[config.mk]
export PLATFORM = sky130hd
export DESIGN_NAME = wb_snoop_responder
export DESIGN_NICKNAME = d
export VERILOG_FILES = /design/src/rtl/wb_snoop_responder.sv
export SDC_FILE = /design/constraint.sdc
export NUM_CORES = 1
export LEC_CHECK = 0
export BUFFER_PORTS_ARGS = -buffer_cell sky130_fd_sc_hd__buf_2
export CAP_MARGIN = 15
export CORE_UTILIZATION = 47
export CTS_CLUSTER_SIZE = 12
export DETAILED_ROUTE_END_ITERATION = 10
export HOLD_SLACK_MARGIN = 0.05
export PLACE_DENSITY = 0.75
export SYNTH_ARGS = -nofsm -noshare
export SYNTH_HDL_FRONTEND = slang
export SYNTH_SLANG_ARGS = --single-unit
[constraint.sdc]
create_clock -name wb_clk_i -period 4.4 [get_ports wb_clk_i]
set_input_delay 0.66 -clock wb_clk_i [delete_from_list [all_inputs] [get_ports wb_clk_i]]
set_output_delay 0.66 -clock wb_clk_i [all_outputs]
set_load 0.01 [all_outputs]
[src/rtl/wb_snoop_responder.sv]
// Snoop responder for one data cache. Accepts a level snoop read from the
// Wishbone snoop arbiter and latches the address. It then arbitrates for the
// cache tag/data RAM port and does a direct-mapped tag compare. ack/hit/data
// are held until the arbiter drops the request.
//
// Ports:
//   wb_clk_i, wb_rst_i      clock, asynchronous active-high reset
//   snoop_adr_i             snoop byte address (latched on acceptance)
//   snoop_type_i            snoop read request level
//   snoop_ack_o/_hit_o/_dat_o  registered response, held while request stays high
//   ram_req_o, ram_gnt_i    RAM port request / grant
//   ram_urgent_o            request has waited >= wait_limit cycles
//   ram_idx_o, ram_word_o   set index / word-in-line from latched address
//   tag_i, valid_i, dat_i   RAM read data, valid the cycle after grant
module wb_snoop_responder #(
  parameter int unsigned dw          = 32,
  parameter int unsigned aw          = 32,
  parameter int unsigned index_bits  = 8,
  parameter int unsigned offset_bits = 2,
  parameter int unsigned wait_limit  = 8
) (
  input  logic                                  wb_clk_i,
  input  logic                                  wb_rst_i,
  input  logic [aw-1:0]                         snoop_adr_i,
  input  logic                                  snoop_type_i,
  output logic                                  snoop_ack_o,
  output logic                                  snoop_hit_o,
  output logic [dw-1:0]                         snoop_dat_o,
  output logic                                  ram_req_o,
  input  logic                                  ram_gnt_i,
  output logic                                  ram_urgent_o,
  output logic [index_bits-1:0]                 ram_idx_o,
  output logic [offset_bits-1:0]                ram_word_o,
  input  logic [aw-index_bits-offset_bits-3:0]  tag_i,
  input  logic                                  valid_i,
  input  logic [dw-1:0]                         dat_i
);

  localparam int unsigned TW     = aw - index_bits - offset_bits - 2;
  localparam int unsigned WAIT_W = 8;
  localparam int unsigned IDX_LO = offset_bits + 2;

  typedef enum logic [3:0] {
    IDLE   = 4'b0001,
    REQ    = 4'b0010,
    LOOKUP = 4'b0100,
    RESP   = 4'b1000
  } state_e;

  state_e              state_q, state_d;
  logic [aw-1:0]       adr_q, adr_d;
  logic [WAIT_W-1:0]   wait_q, wait_d;
  logic                ack_q, ack_d;
  logic                hit_q, hit_d;
  logic [dw-1:0]       dat_q, dat_d;
  logic                req_q, req_d;
  logic                urgent_q, urgent_d;
  logic                tag_match_c;
  logic                unused_adr_lsb;

  assign tag_match_c    = (tag_i == adr_q[aw-1 -: TW]);
  assign unused_adr_lsb = ^adr_q[1:0];

  // State and output registers
  always_ff @(posedge wb_clk_i or posedge wb_rst_i) begin
    if (wb_rst_i) begin
      state_q  <= IDLE;
      adr_q    <= '0;
      wait_q   <= '0;
      ack_q    <= 1'b0;
      hit_q    <= 1'b0;
      dat_q    <= '0;
      req_q    <= 1'b0;
      urgent_q <= 1'b0;
    end else begin
      state_q  <= state_d;
      adr_q    <= adr_d;
      wait_q   <= wait_d;
      ack_q    <= ack_d;
      hit_q    <= hit_d;
      dat_q    <= dat_d;
      req_q    <= req_d;
      urgent_q <= urgent_d;
    end
  end

  // Next-state and response logic
  always_comb begin
    state_d = state_q;
    adr_d   = adr_q;
    wait_d  = wait_q;
    ack_d   = ack_q;
    hit_d   = hit_q;
    dat_d   = dat_q;

    unique case (state_q)
      IDLE: begin
        if (snoop_type_i) begin
          adr_d   = snoop_adr_i;
          wait_d  = '0;
          state_d = REQ;
        end
      end
      REQ: begin
        // Grant takes priority: the RAM has already sampled the address.
        if (ram_gnt_i) begin
          state_d = LOOKUP;
        end else if (!snoop_type_i) begin
          state_d = IDLE;
        end else if (wait_q < WAIT_W'(wait_limit)) begin
          wait_d = wait_q + WAIT_W'(1);
        end
      end
      LOOKUP: begin
        if (!snoop_type_i) begin
          state_d = IDLE;
        end else begin
          ack_d   = 1'b1;
          hit_d   = valid_i && tag_match_c;
          dat_d   = (valid_i && tag_match_c) ? dat_i : '0;
          state_d = RESP;
        end
      end
      RESP: begin
        if (!snoop_type_i) begin
          ack_d   = 1'b0;
          hit_d   = 1'b0;
          dat_d   = '0;
          state_d = IDLE;
        end
      end
      default: begin
        ack_d   = 1'b0;
        hit_d   = 1'b0;
        dat_d   = '0;
        state_d = IDLE;
      end
    endcase

    // Request and urgency track the state being entered so both are registered.
    req_d    = (state_d == REQ);
    urgent_d = (state_d == REQ) && (wait_d >= WAIT_W'(wait_limit));
  end

  assign snoop_ack_o  = ack_q;
  assign snoop_hit_o  = hit_q;
  assign snoop_dat_o  = dat_q;
  assign ram_req_o    = req_q;
  assign ram_urgent_o = urgent_q;
  assign ram_idx_o    = adr_q[IDX_LO +: index_bits];
  assign ram_word_o   = adr_q[2 +: offset_bits];

endmodule
==> summary.txt <==
Run status
  – Status: finished clean

Place
  – Hpwl dp: ~4.8 mm
  – GP Congestion: 0.799
  – Port bufs: approximately 130
  – Inst Count DP: roughly 470
  – Post-Place Setup Slack: 1.92 ns

Clock tree
  – Hold buffer count at CTS: 0
  – Clock root cell: clkbuf_8
  – CTS sink count: 78
  – Post CTS Setup Buffer Count: 0
  – H-tree levels: 3
  – Number of CTS-inserted buffers: 9
  – Longest Clk Path Bufs: 2
  – CTS tree: done
  – Reg clk slew, reported paths: around 0.07 ns
  – Clk_lat worst skew: approximately 0.34 ns
  – Post-cts sizing count: 0

Routing
  – DRT iter0 DRCs: approximately 100
  – Vias/cell: ~5
  – Average wire per standard cell: between 10 and 15 µm
  – Via count: 2450
  – Drt drc: 0
  – Detailed Route WL: 6.78 mm
  – DR pass1 iterations: 5
  – DRT antenna net count: 0

Floorplanning
  – Core Box Area: ~0.0069 mm²
  – Initial Util: 49.3%
  – Horiz. Die Dim: between 80 and 90 µm
  – Die H: just under 90 µm
  – FP Rows: 30
  – Number of I/O pins: between 100 and 150
  – Die area: between 0.007 and 0.008 mm²

Synth
  – Syn_nets: approximately 350
  – Async set-or-reset flop fraction in the synthesized netlist: 100%
  – Ranking of synthesized cells by area: dfrtp_1 (57%), mux2_2 (10%), a22o_1 (8.3%)
  – Synth Area per Inst: roughly 13 µm²
  – Synthesized flop and latch total: between 70 and 80
  – Yosys cell types: between 40 and 50
  – Post-synth design cell area: approximately 0.0034 mm²
  – Post-synthesis sequential area ratio: 57.6%
  – Cell taking the most area after synthesis: dfrtp_1
  – EDFF count, synth: 0
  – Cells after Synth: between 200 and 300
  – Ys flop type: dfrtp_1
  – Synth warn: 0
  – Synth top area share: 56.8%

Power
  – Pleak: 2.20 nW
  – PD cells: 508 mW/mm²
  – Peak VDD IR: 0.000230 V

Global route
  – First-pass GRT wire length: about 11 mm
  – Initial antenna violation count: 0
  – Total gr overflow: 0
  – Pin count of the biggest net entering global routing: 49
  – Number of global-route vias before repair: between 2000 and 2500
  – All-Layer GR Usage: about a fifth

Worst setup path
  – Worst-path maximum fanout: 36
  – CP endpoint kind: register
  – RR Startpoint: state_q[2]
  – CP max stage cell: nand3_2
  – Setup CP Type: register to register
  – FF-to-FF setup slack: approximately 2.0 ns
  – Cell Chain, Critical Path: nor2_1 > nand3_2 > mux2_2
  – Worst R2R End: adr_q[12]
  – Required @ worst endpoint: between 4 and 5 ns
  – CP startpoint kind: register
  – Critical path arrival: 2.57 ns
  – CP peak stage delay: 0.78 ns
  – Path depth of the worst reg2reg path: 3

Timing
  – Final Max Tran Viols: 0
  – Tcrit/Tclk final: 53.7%
  – RSZ-0062 raised after global routing: false
  – Maximum clock frequency: approximately 0.42 GHz
  – Rel. slew slack: 40.7%
  – Final Critical Period: between 2 and 2.5 ns
  – Setup-failing EPs final: 0
  – Final Hold Fails: 0
  – Clk_skew: 0.0113 ns
  – Final WS setup: 2.04 ns
  – Final setup TNS: 0 ns
  – Slew @ Worst Pin: around 0.9 ns

Final layout
  – Number of standard cells in the layout, taps in and fillers out: 480
  – Layout fillers: ~580
  – Area grow syn2layout: 25.4%
  – Area of the multi-input gates: approximately 0.0013 mm²
  – Register area: 0.00195 mm²
  – Fin nets: 471
  – Ant. Diodes: 0
  – Layout cell share with drive strength beyond 1: 49.5%

Hold path
  – Hold WC Path Type: input pin to async pin

Flow run
  – Maxcap violations: 0
-- cells by family (layout without fill, tap and decap cells) --
group | count (synthesis) | count (layout) | share of synthesized area (%)
buf+inv | 28 | 153 | 5.13
flops | 78 | 78 | 57.6
mux | 30 | 30 | 9.97
simple gates | 49 | 49 | 8.82
compound gates | 54 | 54 | 13.2
xor+xnor | 19 | 19 | 4.91
fa+ha+maj | 1 | 1 | 0.369
-- worst max path at each step --
| stage | startpoint | end | slack [ns] | cells past startpoint |
|---|---|---|---|---|
| global placement | snoop_type_i | adr_q[14] | 1.94 | 4 |
| finish | state_q[2] | adr_q[12] | 2.04 | 3 |
| global route | state_q[2] | adr_q[25] | 1.84 | 3 |
| CTS | state_q[2] | adr_q[12] | 2.05 | 3 |
| floorplan | wb_rst_i | adr_q[10] | 1.75 | 1 |
| detailed placement | snoop_type_i | adr_q[12] | 1.92 | 4 |
-- report_power, final --
group	total [mW]	internal (mW)	leakage [nW]	switching, mW
Combinational	0.604	0.307	1.08	0.297
Sequential	0.989	0.876	1.02	0.112
Clock	0.566	0.328	0.104	0.238
-- layout make-up --
cell class	count	share of cell area [%]
Clock buffer	10	3.24
Clock inverter	4	1.71
Inverter	4	0.383
Multi-Input combinational cell	153	29.8
Sequential cell	78	46.0
Tap cell	96	2.83
Timing Repair Buffer	135	16.1
-- metal layers --
metal | vias up | track usage [%] | share of wire [%]
met2 | 95 | 30.4 | 47
met3 | 11 | 4.93 | 6.0
met1 | 1178 | 24.3 | 46
met4 | 0 | 7.42 | 1.6
met5 | - | 0 | 0
li1 | 1166 | - | -
-- cell usage in the layout, fill, tap and decap left out, types with 3 or more instances in the layout --
master,n
nor3_1,5
a21oi_1,5
nor4_1,5
buf_2,132
and3_1,3
dfrtp_1,77
nor2_1,3
nor2b_1,3
a22o_1,32
and2_1,4
nand2_1,11
xor2_1,17
buf_4,3
mux2_2,30
nand2b_1,4
clkbuf_8,10
-- sequential cells by signal (all words and copies together), names as in the netlist --
signal	count
wait_q	8
ram_req_o	1
adr_q	30
ram_urgent_o	1
snoop_ack_o	1
snoop_dat_o	32
state_q	4
snoop_hit_o	1
-- worst max-delay path, delay by kind of cell, from the launching register on --
family | cells | cell delay (ns)
DFF | 1 | 0.50
muxes | 1 | 0.56
and+or+nand+nor | 2 | 1.16
-- cells in the mapped netlist, drive strengths merged (2+ instances only) --
cell type / count
a21oi: 5
a22o: 32
a31oi: 2
and2: 4
and3: 3
buf: 15
clkbuf: 9
dfrtp: 77
inv: 4
mux2: 30
nand2: 11
nand2b: 5
nand3: 3
nor2: 3
nor2b: 3
nor3: 5
nor3b: 2
nor4: 6
o21a: 2
o21ai: 2
xnor2: 2
xor2: 17
-- through the flow --
stage | cell area (µm²) | hold slack [ns] | util (%) | power, mW
3_5_place_dp | 4040 | 0.464 | 58.8 | 1.62
4_1_cts | 4250 | 0.466 | 61.9 | 2.19
5_1_grt | 4250 | 0.507 | 61.9 | 2.30
3_3_place_gp | 4040 | 0.456 | 58.8 | 1.59
6_report | 4250 | 0.457 | 61.9 | 2.16
2_1_floorplan | 3390 | 0.444 | - | 1.49
Note: power is estimated with default switching activity, not from simulation.
